[src/rtl/ovf_adj_pkg.sv]
// Shared constants, FSM state type and lane-index width helper for the
// overflow adjust scheduler.
package ovf_adj_pkg;

    localparam int unsigned LSP_WIDTH = 18;

    typedef enum logic {
        IDLE  = 1'b0,
        ISSUE = 1'b1
    } state_e;

    function automatic int unsigned lane_w(input int unsigned n);
        return (n <= 2) ? 1 : $clog2(n);
    endfunction

endpackage

[src/rtl/ovf_rr_arbiter.sv]
// Combinational round-robin arbiter: grants the first requesting lane at or
// after ptr, wrapping around.
module ovf_rr_arbiter
    import ovf_adj_pkg::*;
#(
    parameter int unsigned N = 4
) (
    input  logic [N-1:0]           req,
    input  logic [lane_w(N)-1:0]   ptr,
    output logic [N-1:0]           grant,
    output logic [lane_w(N)-1:0]   idx,
    output logic                   any_req
);

    localparam int unsigned LW = lane_w(N);

    logic [LW-1:0] cand;

    always_comb begin
        grant   = '0;
        idx     = '0;
        any_req = 1'b0;
        cand    = '0;
        for (int unsigned i = 0; i < N; i++) begin
            cand = LW'((32'(ptr) + i) % N);
            if (!any_req && req[cand]) begin
                any_req = 1'b1;
                idx     = cand;
            end
        end
        if (any_req) begin
            grant[idx] = 1'b1;
        end
    end

endmodule

[src/rtl/overflow_adjust_scheduler.sv]
// Shares one LSP/MSP overflow-split datapath among N_LANES accumulator lanes.
// Optional statistics counters are enabled by defining OVF_ADJ_STATS_EN.
module overflow_adjust_scheduler
    import ovf_adj_pkg::*;
#(
    parameter int unsigned ACCUM_WIDTH = 48,
    parameter int unsigned N_LANES     = 4
) (
    input  logic                             clk,
    input  logic                             rst,
    input  logic [N_LANES-1:0]               req_valid,
    input  logic [N_LANES*ACCUM_WIDTH-1:0]   req_data,
    output logic [N_LANES-1:0]               req_ready,
    output logic                             lsp_valid,
    input  logic                             lsp_ready,
    output logic [lane_w(N_LANES)-1:0]       lsp_lane,
    output logic [ACCUM_WIDTH-1:0]           lsp_data,
    output logic                             msp_valid,
    input  logic                             msp_ready,
    output logic [lane_w(N_LANES)-1:0]       msp_lane,
    output logic [ACCUM_WIDTH-1:0]           msp_data,
    output logic                             busy
`ifdef OVF_ADJ_STATS_EN
    ,
    output logic [31:0]                      adj_count,
    output logic [31:0]                      msp_nz_count
`endif
);

    localparam int unsigned LW = lane_w(N_LANES);

    state_e                 state_q, state_d;
    logic [LW-1:0]          ptr_q, ptr_d;
    logic [LW-1:0]          lane_q, lane_d;
    logic [ACCUM_WIDTH-1:0] data_q, data_d;
    logic                   lsp_pend_q, lsp_pend_d;
    logic                   msp_pend_q, msp_pend_d;

    logic [N_LANES-1:0]     grant;
    logic [LW-1:0]          gnt_idx;
    logic                   any_req;
    logic [ACCUM_WIDTH-1:0] sel_data;

    ovf_rr_arbiter #(
        .N (N_LANES)
    ) u_arb (
        .req     (req_valid),
        .ptr     (ptr_q),
        .grant   (grant),
        .idx     (gnt_idx),
        .any_req (any_req)
    );

    always_comb begin
        state_d    = state_q;
        ptr_d      = ptr_q;
        lane_d     = lane_q;
        data_d     = data_q;
        lsp_pend_d = lsp_pend_q;
        msp_pend_d = msp_pend_q;
        req_ready  = '0;
        sel_data   = req_data[gnt_idx*ACCUM_WIDTH +: ACCUM_WIDTH];

        unique case (state_q)
            IDLE: begin
                if (any_req) begin
                    req_ready  = grant;
                    lane_d     = gnt_idx;
                    data_d     = sel_data;
                    ptr_d      = (gnt_idx == LW'(N_LANES - 1)) ? '0 : gnt_idx + 1'b1;
                    lsp_pend_d = 1'b1;
                    // A zero MSP has nothing to add, so that channel starts out done.
                    msp_pend_d = |sel_data[ACCUM_WIDTH-1:LSP_WIDTH];
                    state_d    = ISSUE;
                end
            end
            ISSUE: begin
                lsp_pend_d = lsp_pend_q && !lsp_ready;
                msp_pend_d = msp_pend_q && !msp_ready;
                if (!lsp_pend_d && !msp_pend_d) begin
                    state_d = IDLE;
                end
            end
            default: state_d = IDLE;
        endcase

        if (rst) begin
            req_ready = '0;
        end
    end

    always_ff @(posedge clk) begin
        if (rst) begin
            state_q    <= IDLE;
            ptr_q      <= '0;
            lane_q     <= '0;
            data_q     <= '0;
            lsp_pend_q <= 1'b0;
            msp_pend_q <= 1'b0;
        end else begin
            state_q    <= state_d;
            ptr_q      <= ptr_d;
            lane_q     <= lane_d;
            data_q     <= data_d;
            lsp_pend_q <= lsp_pend_d;
            msp_pend_q <= msp_pend_d;
        end
    end

    // Lane/data outputs read as zero whenever their channel is not valid.
    assign lsp_valid = lsp_pend_q;
    assign msp_valid = msp_pend_q;
    assign lsp_lane  = lsp_pend_q ? lane_q : '0;
    assign msp_lane  = msp_pend_q ? lane_q : '0;
    assign lsp_data  = lsp_pend_q ? ACCUM_WIDTH'(data_q[LSP_WIDTH-1:0]) : '0;
    assign msp_data  = msp_pend_q ? ACCUM_WIDTH'(data_q[ACCUM_WIDTH-1:LSP_WIDTH]) : '0;
    assign busy      = (state_q == ISSUE);

`ifdef OVF_ADJ_STATS_EN
    logic [31:0] adj_count_q, adj_count_d;
    logic [31:0] msp_nz_count_q, msp_nz_count_d;

    always_comb begin
        adj_count_d    = adj_count_q;
        msp_nz_count_d = msp_nz_count_q;
        if ((state_q == ISSUE) && (state_d == IDLE) && (adj_count_q != '1)) begin
            adj_count_d = adj_count_q + 32'd1;
        end
        if (msp_pend_q && msp_ready && (msp_nz_count_q != '1)) begin
            msp_nz_count_d = msp_nz_count_q + 32'd1;
        end
    end

    always_ff @(posedge clk) begin
        if (rst) begin
            adj_count_q    <= '0;
            msp_nz_count_q <= '0;
        end else begin
            adj_count_q    <= adj_count_d;
            msp_nz_count_q <= msp_nz_count_d;
        end
    end

    assign adj_count    = adj_count_q;
    assign msp_nz_count = msp_nz_count_q;
`endif

endmodule
[config.mk]
export PLATFORM = sky130hd
export DESIGN_NAME = overflow_adjust_scheduler
export DESIGN_NICKNAME = d
export VERILOG_FILES = /design/src/rtl/ovf_adj_pkg.sv /design/src/rtl/ovf_rr_arbiter.sv /design/src/rtl/overflow_adjust_scheduler.sv
export SDC_FILE = /design/constraint.sdc
export NUM_CORES = 1
export LEC_CHECK = 0
export CORE_AREA = 3 3 119 121
export CTS_CLUSTER_DIAMETER = 40
export DETAILED_ROUTE_END_ITERATION = 16
export DIE_AREA = 0 0 122 124
export DONT_BUFFER_PORTS = 1
export HOLD_SLACK_MARGIN = 0.12
export RECOVER_POWER = 50
export SYNTH_ARGS = -nofsm -noshare
export SYNTH_HDL_FRONTEND = slang
export SYNTH_SLANG_ARGS = --single-unit
[constraint.sdc]
create_clock -name clk -period 4.7 [get_ports clk]
set_input_delay 1.175 -clock clk [delete_from_list [all_inputs] [get_ports clk]]
set_output_delay 1.175 -clock clk [all_outputs]
set_load 0.02 [all_outputs]
# Yosys cells after proc, flatten, opt, wreduce, memory -nomap -nowiden
# Cells that the tools add are included.
[word_totals] register_bits=55 inputBits=200 output_inout_bits=107
[classes] n_addsub=4 multipliers=1 order_cmp=6 eq_ne=2 shift=1 n_mux=33 n_bitwise=1 n_reduce_logical=16
[op_table] cell="192-bit by 9-bit variable part select with 48-bit output" n=1
[op_table] cell="30-bit 2-to-1 mux" n=1
[op_table] cell="30-bit OR reduction" n=1
[op_table] cell="18-bit 2-to-1 mux" n=1
[op_table] cell="2-bit by 3-bit less-than comparator with 1-bit output, second input constant" n=5
[op_table] cell="2-bit 2-to-1 mux" n=7
[op_table] cell="1-bit 2-to-1 mux" n=13
[op_table] cell="4-bit 2-to-1 mux" n=3
[op_table] cell="1-bit binary-select mux with 2-bit select" n=4
[op_table] cell="1-bit logical AND" n=7
[op_table] cell="1-bit zero test" n=7
[op_table] cell="1-bit case mux with 2 select lines" n=3
[op_table] cell="2-bit by 1-bit adder with 2-bit output, second input constant" n=2
[op_table] cell="2-bit adder, second input constant" n=2
[op_table] cell="2-bit by 2-bit multiplier with 4-bit output, second input constant" n=1
[op_table] cell="1-bit demux with 2-bit select" n=1
[op_table] cell="2-bit == test, second input constant" n=1
[op_table] cell="2-bit by 1-bit greater-or-equal comparator with 1-bit output, second input constant" n=1
[op_table] cell="2-bit != test, second input constant" n=1
[op_table] cell="2-bit AND reduction" n=1
[op_table] cell="1-bit NOT" n=1

# Longest topological paths before layout
# Gate-level depths: netlist (run 1).
[depth] word_depth=19 depth_mapped=11

# Cells and area by module
# Synthesis (run 1) repeated with hierarchy kept, for this count alone.
[unflattened] cells_unflattened=456 area_unflattened_um2=4050.1
[by_module_without_submodules] mod="overflow_adjust_scheduler" instances=1 cells_each=424 area_each_um2=3867.5 seq_area_each_um2=1101.1
[by_module_without_submodules] mod="ovf_rr_arbiter" instances=1 cells_each=32 area_each_um2=182.7 seq_area_each_um2=0.0

# Worst setup path after synthesis (run 1)
# No wires, ideal clock.
[synth_path] path_kind="input port to output port" startpoint="input port req_valid[2]" endpoint="output port req_ready[1]" arrival_time_ns=2.708 required_time_ns=3.525 path_slack_ns=0.817 path_stages=10 path_buffers=4 path_cell_list="mux2i_1 -> o22ai_1 -> or2_1 -> buf_2 -> clkinv_2 -> buf_6 -> buf_2 -> buf_2 -> ha_1 -> and2_1"
[synth_via] elab_chain_cells=19 word_cells_on_any_way=30 classes_between="order compare: 2; mux: 21; reduce/logical: 7"
[synth_lines] element="start, declared" line="overflow_adjust_scheduler.sv:11" source="input logic [N_LANES-1:0] req_valid,"
[synth_lines] element="1-bit binary-select mux with 2-bit select" line="ovf_rr_arbiter.sv:26" source="if (!any_req && req[cand]) begin"
[synth_lines] element="1-bit 2-to-1 mux (implied by the code)" line="ovf_rr_arbiter.sv:26"
[synth_lines] element="1-bit 2-to-1 mux" line="ovf_rr_arbiter.sv:26"
[synth_lines] element="1-bit zero test" line="ovf_rr_arbiter.sv:26"
[synth_lines] element="1-bit logical AND" line="ovf_rr_arbiter.sv:26"
[synth_lines] element="1-bit 2-to-1 mux" line="ovf_rr_arbiter.sv:26"
[synth_lines] element="1-bit zero test" line="ovf_rr_arbiter.sv:26"
[synth_lines] element="1-bit logical AND" line="ovf_rr_arbiter.sv:26"
[synth_lines] element="[... 4 more ...]"
[synth_lines] element="via gnt_idx[0]" line="overflow_adjust_scheduler.sv:40" source="logic [LW-1:0] gnt_idx;"
[synth_lines] element="2-bit by 3-bit less-than comparator with 1-bit output (implied by the code) or 2-bit by 1-bit greater-or-equal comparator with 1-bit output (tied branches)" line="ovf_rr_arbiter.sv:32" source="grant[idx] = 1'b1;"
[synth_lines] element="1-bit logical AND (implied by the code)" line="ovf_rr_arbiter.sv:32"
[synth_lines] element="1-bit 2-to-1 mux (implied by the code)" line="ovf_rr_arbiter.sv:32"
[synth_lines] element="1-bit demux with 2-bit select (*)"
[synth_lines] element="4-bit 2-to-1 mux (*)" line="overflow_adjust_scheduler.sv:66" source="if (any_req) begin"
[synth_lines] element="4-bit 2-to-1 mux (*)" line="overflow_adjust_scheduler.sv:64" source="unique case (state_q)"
[synth_lines] element="4-bit 2-to-1 mux (*)" line="overflow_adjust_scheduler.sv:87" source="if (rst) begin"
[synth_lines] element="end, declared" line="overflow_adjust_scheduler.sv:13" source="output logic [N_LANES-1:0] req_ready,"
# The timed path passes the listed nets; every way through them passes the cells marked *. The select of a mux whose other input is x is not followed.

# Worst setup path in the final report (run 1)
[layout_path] startpoint="input port req_valid[0]" endpoint="output port req_ready[1]"
[layout_via] elab_chain_cells=19 word_cells_on_any_way=30 classes_between="order compare: 2; mux: 21; reduce/logical: 7"
[layout_lines] element="1-bit binary-select mux with 2-bit select" line="ovf_rr_arbiter.sv:26"
[layout_lines] element="1-bit 2-to-1 mux (implied by the code)" line="ovf_rr_arbiter.sv:26"
[layout_lines] element="1-bit 2-to-1 mux" line="ovf_rr_arbiter.sv:26"
[layout_lines] element="1-bit zero test" line="ovf_rr_arbiter.sv:26"
[layout_lines] element="1-bit logical AND" line="ovf_rr_arbiter.sv:26"
[layout_lines] element="1-bit 2-to-1 mux" line="ovf_rr_arbiter.sv:26"
[layout_lines] element="1-bit zero test" line="ovf_rr_arbiter.sv:26"
[layout_lines] element="1-bit logical AND" line="ovf_rr_arbiter.sv:26"
[layout_lines] element="[... 3 more ...]"
[layout_lines] element="2-bit 2-to-1 mux" line="ovf_rr_arbiter.sv:26"
[layout_lines] element="2-bit by 3-bit less-than comparator with 1-bit output (implied by the code) or 2-bit by 1-bit greater-or-equal comparator with 1-bit output (tied branches)" line="ovf_rr_arbiter.sv:32"
[layout_lines] element="1-bit logical AND (implied by the code)" line="ovf_rr_arbiter.sv:32"
[layout_lines] element="1-bit 2-to-1 mux (implied by the code)" line="ovf_rr_arbiter.sv:32"
[layout_lines] element="1-bit demux with 2-bit select"
[layout_lines] element="4-bit 2-to-1 mux (*)" line="overflow_adjust_scheduler.sv:66"
[layout_lines] element="4-bit 2-to-1 mux (*)" line="overflow_adjust_scheduler.sv:64"
[layout_lines] element="4-bit 2-to-1 mux (*)" line="overflow_adjust_scheduler.sv:87"
# Mark *: on every way between the ends. The rest lies on a longest branch, timed or not. The select of a mux whose other input is x is not followed.

==> results.txt, run 1 <==
----------------------------------------------------
[Power]
  Peak supply drop ... 0.190 mV
  Clock power share ... 27.2%
  Leakage power ... 0.00184 µW
  PD cells ... about 370 nW/µm²
  Pint ... a little over 1000 µW
  Sequential group share of total power ... 35.4%
  Switching power summed over all nets ... 610 µW
  Share of total power consumed by net switching ... 37.7%
  Combinational share of power ... 37.4%

[Yosys]
  Area share of the largest cell type after synthesis ... 25.5%
  Main synth FF type ... dfxtp_1
  Async set or reset register ratio after synthesis ... 0%
  Share of synthesized area spent on multiplexers ... 21.8%
  Total standard cell area after synthesis ... 4310 µm²
  XOR/XNOR Fraction of Synth Area ... 0%
  Post-synthesis area per instance ... 7.41 µm²
  Post-synthesis simple-gate area fraction ... 28.6%
  Top post-synthesis cells by count ... nand2_1, mux2i_1, and2_1
  Total of flip-flops plus latches after synthesis ... 55
  Synth Area in Adders ... 1.16%
  Most used standard cell by instance count after synthesis ... nand2_1
  Cells after Synth ... 582
  Synth Warn # ... 0
  Number of enable flip-flop cells after synthesis ... 0
  Largest family of logic cells by synthesized area ... simple AND/OR/NAND/NOR gates
  Most area-hungry cell type in the Yosys netlist ... dfxtp_1
  Fraction of the yosys area taken by sequential cells ... 25.5%
  Distinct cell type count after synthesis ... 34
  Leading post-synthesis cells by cell area ... dfxtp_1, mux2i_1, nand2_1, buf_4, and2_1
  Compound-cell area share of the yosys netlist ... around 8.9%

[CTS]
  Root buffer selected by CTS ... clkbuf_16
  Cts repair resizes ... 0
  CTS tree ... done
  Clock-pin slew reported for the worst setup and hold paths after clock tree synthesis ... 0.08 ns
  Sinks on the clock net ... 55
  Total clock buffers created by CTS ... 5
  Number of buffers inserted for hold repair after clock tree synthesis ... 0
  H-tree levels ... 2
  Clk_lat worst skew ... just under 0.3 ns
  Buffers from clock root to sink, at most ... 2
  Count of buffers added by post-CTS timing repair for setup ... 0

[Worst setup path]
  Slowest cell delay on critical path ... approximately 0.33 ns
  Cell with the largest stage delay on the worst path ... buf_4
  Required arrival time at the worst endpoint ... 3.52 ns
  Count of cells along the worst register-to-register path ... 10
  Startpoint class of the critical path ... primary input
  Kind of capture point of the worst setup path ... output pin
  Worst flop-to-flop path startpoint ... ptr_q[1]
  Endpoint of the most critical register-to-register path ... msp_valid
  Cell type group with the largest total delay on the critical path ... simple AND/OR/NAND/NOR gates
  Arrival @ worst endpoint ... between 2 and 2.5 ns
  Cell-by-cell listing of the critical path ... nand2_1 -> o22ai_1 -> or2_1 -> buf_4 -> clkinv_2 -> ha_1 -> and2_1
  Flop2flop setup slack ... roughly 1.6 ns
  Number of buffer and inverter instances along the worst setup path ... 2
  Critical path type ... in2out
  Largest fanout on the critical path ... 26

[Timing]
  Highest clock frequency the design can meet ... 0.274 GHz
  Final setup fails ... 0
  RSZ-0062 raised after global routing ... no
  Pins over their slew limit ... 0
  Setup TNS ... 0 ns
  Tcrit/Tclk final ... 77.6%
  Worst clock skew ... 0.00868 ns
  Hold Vio Cnt, Final ... 0
  Actual transition at the worst max-transition pin ... around 1.3 ns
  Worst slew slack as a fraction of its limit ... roughly 13%
  Post-layout min period ... 3.65 ns

[Routing]
  Via density per instance ... 5.06
  Remaining design rule violation count ... 0
  Detail Route Antenna Nets ... 0
  1st-iter DRT viols ... 119
  Total iterations of the first detailed-routing run ... 4
  Met2 Routed Length ... 6830 µm
  Met3 wire length ... 1390 µm
  Wire length on met1 ... 5380 µm
  Routed wire length per instance ... 18.8 µm
  Drt total wl ... roughly 14000 µm
  Highest metal used ... met4
  Total number of vias ... approximately 3700

[Global routing]
  Vias in the first global route ... 3411
  GR Util All Layers ... between 15 and 20%
  Largest net degree at the start of global routing ... 61
  Remaining global-route overflow ... 0
  Wire length of the first global-routing pass ... 18700 µm
  Number of antenna violations at the first check in global routing ... 0

[Worst hold path]
  Hold crit path type ... reg2reg
  Beginning of the worst hold path ... data_q[15]
  Min-Delay Path Depth ... 2
  Worst Hold End ... data_q[15]

[Layout]
  Multi-input combinational cell area ... ~2800 µm²
  Final Non-Filler Cells ... between 700 and 800
  Filler cell count ... approximately 1400
  Final net count ... 757
  Antenna Cells ... 0
  Area Growth Syn to Fin ... 1.31%
  Share of layout cells above drive strength 1 ... 3.25%
  Area used by sequential logic in the layout ... 1100 µm²

[Status]
  Run status ... completed

[Die]
  Area of the die ... 15100 µm²
  Boundary Pins ... 307
  Number of rows in the core area ... 42
  Vertical extent of the die ... 124 µm
  Die width ... between 100 and 150 µm
  Placeable core region ... 13200 µm²
  Initial core utilization ... around a third

[Placed design]
  Hpwl dp ... approximately 11000 µm
  # port buffers ... 0
  Weighted congestion reported at the end of routability-driven placement ... between 0.7 and 0.8
  Dpl cells ... about 720

[Job]
  Count of max-cap constraint violations ... 0

----------------------------------------------------
-- cell type report --
| cell class | count | share of cell area [%] |
|---|---|---|
| tap | 176 | 5.04 |
| multi-input combinational | 479 | 64.0 |
| inverter | 6 | 0.602 |
| clock buffer | 6 | 3.18 |
| clock inverter | 2 | 0.802 |
| timing repair buffer | 6 | 1.17 |
| sequential | 55 | 25.2 |
-- flip-flops by register name (all words and copies together), names as in the netlist --
register	cells
data_q	48
lane_q	2
ptr_q	2
busy	1
lsp_valid	1
msp_valid	1
-- worst register-to-register path: stages, from the launching register on --
cell and delay, ns:
dfxtp_1 0.40, mux2i_1 0.20, o22ai_1 0.09, or2_1 0.28, buf_4 0.26, clkinv_2 0.10
buf_4 0.54, mux2i_1 0.27, nor4_1 0.51, nand4_1 0.15, o21a_1 0.21
-- layout by cell type, fill, tap and decap left out, types with 5 or more instances in the layout --
cell,instances
conb_1,48
a22oi_1,5
nor4_1,8
mux2i_1,94
a21oi_1,48
nor2_1,7
o22ai_1,6
and2_0,49
nand2_1,145
and2_1,7
dfxtp_1,55
nand3_1,39
clkbuf_16,5
-- cells by family after synthesis --
| group | count (synthesis) |
|---|---|
| AO/OA/AOI/OAI | 68 |
| buffers and inverters | 95 |
| other | 1 |
| flip-flops | 55 |
| AND/OR/NAND/NOR | 265 |
| multiplexers | 94 |
| adder cells (fa/ha/maj) | 4 |
-- power groups by stage --
stage / sequential [µW] / combinational, µW / clock, µW
final: 573 / 606 / 440
after global routing: 582 / 671 / 476
after CTS: 573 / 616 / 459
after detailed placement: 584 / 615 / 0
after global placement: 581 / 602 / 0
after floorplan: 566 / 558 / 0
-- through the flow --
step | util, % | hold WS [ns] | total power, µW | setup slack (ns) | instance area (µm²)
floorplan | - | 0.432 | 1120 | 0.817 | 4490
global placement | 31.8 | 0.433 | 1180 | 0.927 | 4200
detailed placement | 31.8 | 0.436 | 1200 | 0.891 | 4200
CTS | 33.2 | 0.447 | 1650 | 1.04 | 4370
global route | 33.1 | 0.465 | 1730 | 0.849 | 4370
finish | 33.1 | 0.446 | 1620 | 1.05 | 4370
-- how the worst max path moves through the flow --
stage | to | slack [ns] | depth (start not counted) | start
finish | req_ready[1] | 1.05 | 7 | req_valid[0]
global placement | msp_valid | 0.93 | 10 | req_valid[2]
floorplan | req_ready[1] | 0.82 | 10 | req_valid[2]
global route | msp_valid | 0.85 | 8 | req_valid[1]
CTS | req_ready[1] | 1.04 | 7 | req_valid[0]
detailed placement | msp_valid | 0.89 | 10 | req_valid[2]
-- metal layers --
| metal | global-route usage [%] | up-vias |
|---|---|---|
| met5 | 0 | - |
| met4 | 2.94 | 0 |
| met3 | 5.09 | 7 |
| met2 | 28.8 | 189 |
| met1 | 19.5 | 1700 |
| li1 | - | 1800 |
(Power assumes the default switching activity.)
==> inputs of run 2 (changes only) <==
==> constraint.sdc (replaced) <==
create_clock -name clk -period 3.2 [get_ports clk]
set_input_delay 0.8 -clock clk [delete_from_list [all_inputs] [get_ports clk]]
set_output_delay 0.8 -clock clk [all_outputs]
set_load 0.02 [all_outputs]
==> results.txt, run 2 (synthesis results as in run 1) <==
----------------------------------------------------
[Die]
  Die width ... 122 µm
  Placeable core region ... 13200 µm²
  Boundary Pins ... about 300
  Area of the die ... between 15000 and 20000 µm²
  Initial core utilization ... 32.7%
  Number of rows in the core area ... 42
  Vertical extent of the die ... 124 µm

[Worst setup path]
  Critical path type ... in2out
  Cell-by-cell listing of the critical path ... nor2b_1 -> a221o_1 -> nand2_1 -> buf_4 -> ha_1 -> and2_1
  Largest fanout on the critical path ... 29
  Arrival @ worst endpoint ... 2.19 ns
  Slowest cell delay on critical path ... 0.34 ns
  Required arrival time at the worst endpoint ... 2.40 ns
  Kind of capture point of the worst setup path ... output pin
  Startpoint class of the critical path ... primary input
  Cell with the largest stage delay on the worst path ... buf_4

[Placed design]
  Post-placement setup slack ... -0.0802 ns
  Dpl cells ... 730
  # port buffers ... 0
  Hpwl dp ... about 11000 µm
  Weighted congestion reported at the end of routability-driven placement ... 0.772

[Power]
  Tot Pwr ... 2270 µW
  Leakage power ... 0.00186 µW
  PD cells ... 519 nW/µm²
  Peak supply drop ... roughly 0.18 mV

[Routing]
  1st-iter DRT viols ... 155
  Met2 Routed Length ... 6850 µm
  Total number of vias ... 3723
  Detail Route Antenna Nets ... 0
  Routed wire length per instance ... between 15 and 20 µm
  Total iterations of the first detailed-routing run ... 5
  Remaining design rule violation count ... 0
  Highest metal used ... met4
  Met3 wire length ... between 1000 and 1500 µm
  Wire length on met1 ... 5340 µm
  Via density per instance ... roughly 5.1
  Drt total wl ... 13600 µm

[Global routing]
  GR Util All Layers ... 16.3%
  Vias in the first global route ... 3592
  Remaining global-route overflow ... 0
  Largest net degree at the start of global routing ... 57
  Wire length of the first global-routing pass ... about 19000 µm
  Number of antenna violations at the first check in global routing ... 0

[Layout]
  Multi-input combinational cell area ... approximately 2800 µm²
  Area used by sequential logic in the layout ... around 1100 µm²
  Top library cells by usage in the layout, fill and taps aside ... nand2_1, mux2i_1, dfxtp_1
  Area Growth Syn to Fin ... 1.51%
  Flip-flop count of the largest register after layout ... 48
  Final net count ... 765
  Most common cell after layout, fill and taps aside ... nand2_1
  Filler cell count ... approximately 1400
  Final Non-Filler Cells ... 736
  Top Registers ... data_q (48), lane_q (2), ptr_q (2)
  Antenna Cells ... 0
  Share of layout cells above drive strength 1 ... 3.57%
  Largest Register ... data_q

[Timing]
  Final setup slack of the worst path ... 0.209 ns
  Actual transition at the worst max-transition pin ... 1.11 ns
  Hold Vio Cnt, Final ... 0
  Post-layout min period ... between 2 and 3 ns
  Worst clock skew ... 0.00369 ns
  Worst slew slack as a fraction of its limit ... roughly 26%
  Final setup fails ... 0
  Tcrit/Tclk final ... 93.5%
  Pins over their slew limit ... 0
  RSZ-0062 raised after global routing ... no
  Highest clock frequency the design can meet ... roughly 0.33 GHz

[Worst hold path]
  Hold crit path type ... reg2reg

[CTS]
  Clk_lat worst skew ... 0.30 ns
  Count of buffers added by post-CTS timing repair for setup ... 0
  CTS tree ... done
  Cts repair resizes ... 0
  Buffers from clock root to sink, at most ... 2
  Root buffer selected by CTS ... clkbuf_16
  Total clock buffers created by CTS ... 5
  Number of buffers inserted for hold repair after clock tree synthesis ... 0
  Sinks on the clock net ... 55
  Clock-pin slew reported for the worst setup and hold paths after clock tree synthesis ... 0.07 ns
  H-tree levels ... 2

[Status]
  Run status ... completed

[Job]
  Count of max-cap constraint violations ... 0

----------------------------------------------------
run 2: layout make-up:
cell class	count	area share, %
Clock buffer	6	2.95
Inverter	6	0.658
Timing Repair Buffer	14	2.34
Sequential cell	55	25.2
Tap cell	176	5.03
Multi-Input combinational cell	479	63.9
run 2: where the power goes:
part	leakage (µW)	switching (µW)	internal [µW]	total, µW
combinational	0.00135	585	322	908
clock	0.0000628	243	283	526
sequential	0.000455	56.8	780	836
run 2: per-stage QoR:
stage	setup TNS (ns)	util [%]	area, µm²	hold slack, ns
after floorplan	0	-	4490	0.432
after global placement	0	32.3	4260	0.434
after detailed placement	-0.0802	32.3	4260	0.436
after CTS	0	33.3	4390	0.446
after global routing	0	33.2	4380	0.468
final	0	33.2	4380	0.445
run 2: critical path, delay by kind of cell:
family                   cells  cell delay (ns)
buffers and inverters        1             0.34
AO/OA/AOI/OAI                1             0.31
adder cells (fa/ha/maj)      1             0.19
AND/OR/NAND/NOR              3             0.54
run 2: final timing paths:
path	startpoint	to	slack [ns]	depth (start not counted)
setup / recovery	req_valid[2]	req_ready[0]	0.21	6
setup reg to reg	ptr_q[1]	msp_valid	0.56	9
hold / removal	data_q[15]	data_q[15]	0.45	2
hold reg to reg	data_q[15]	data_q[15]	0.45	2
run 2: metal layers:
layer	GRT usage [%]	vias to the layer above
li1	-	1817
met4	3.29	0
met1	19.2	1718
met5	0	-
met2	29.4	181
met3	5.00	7
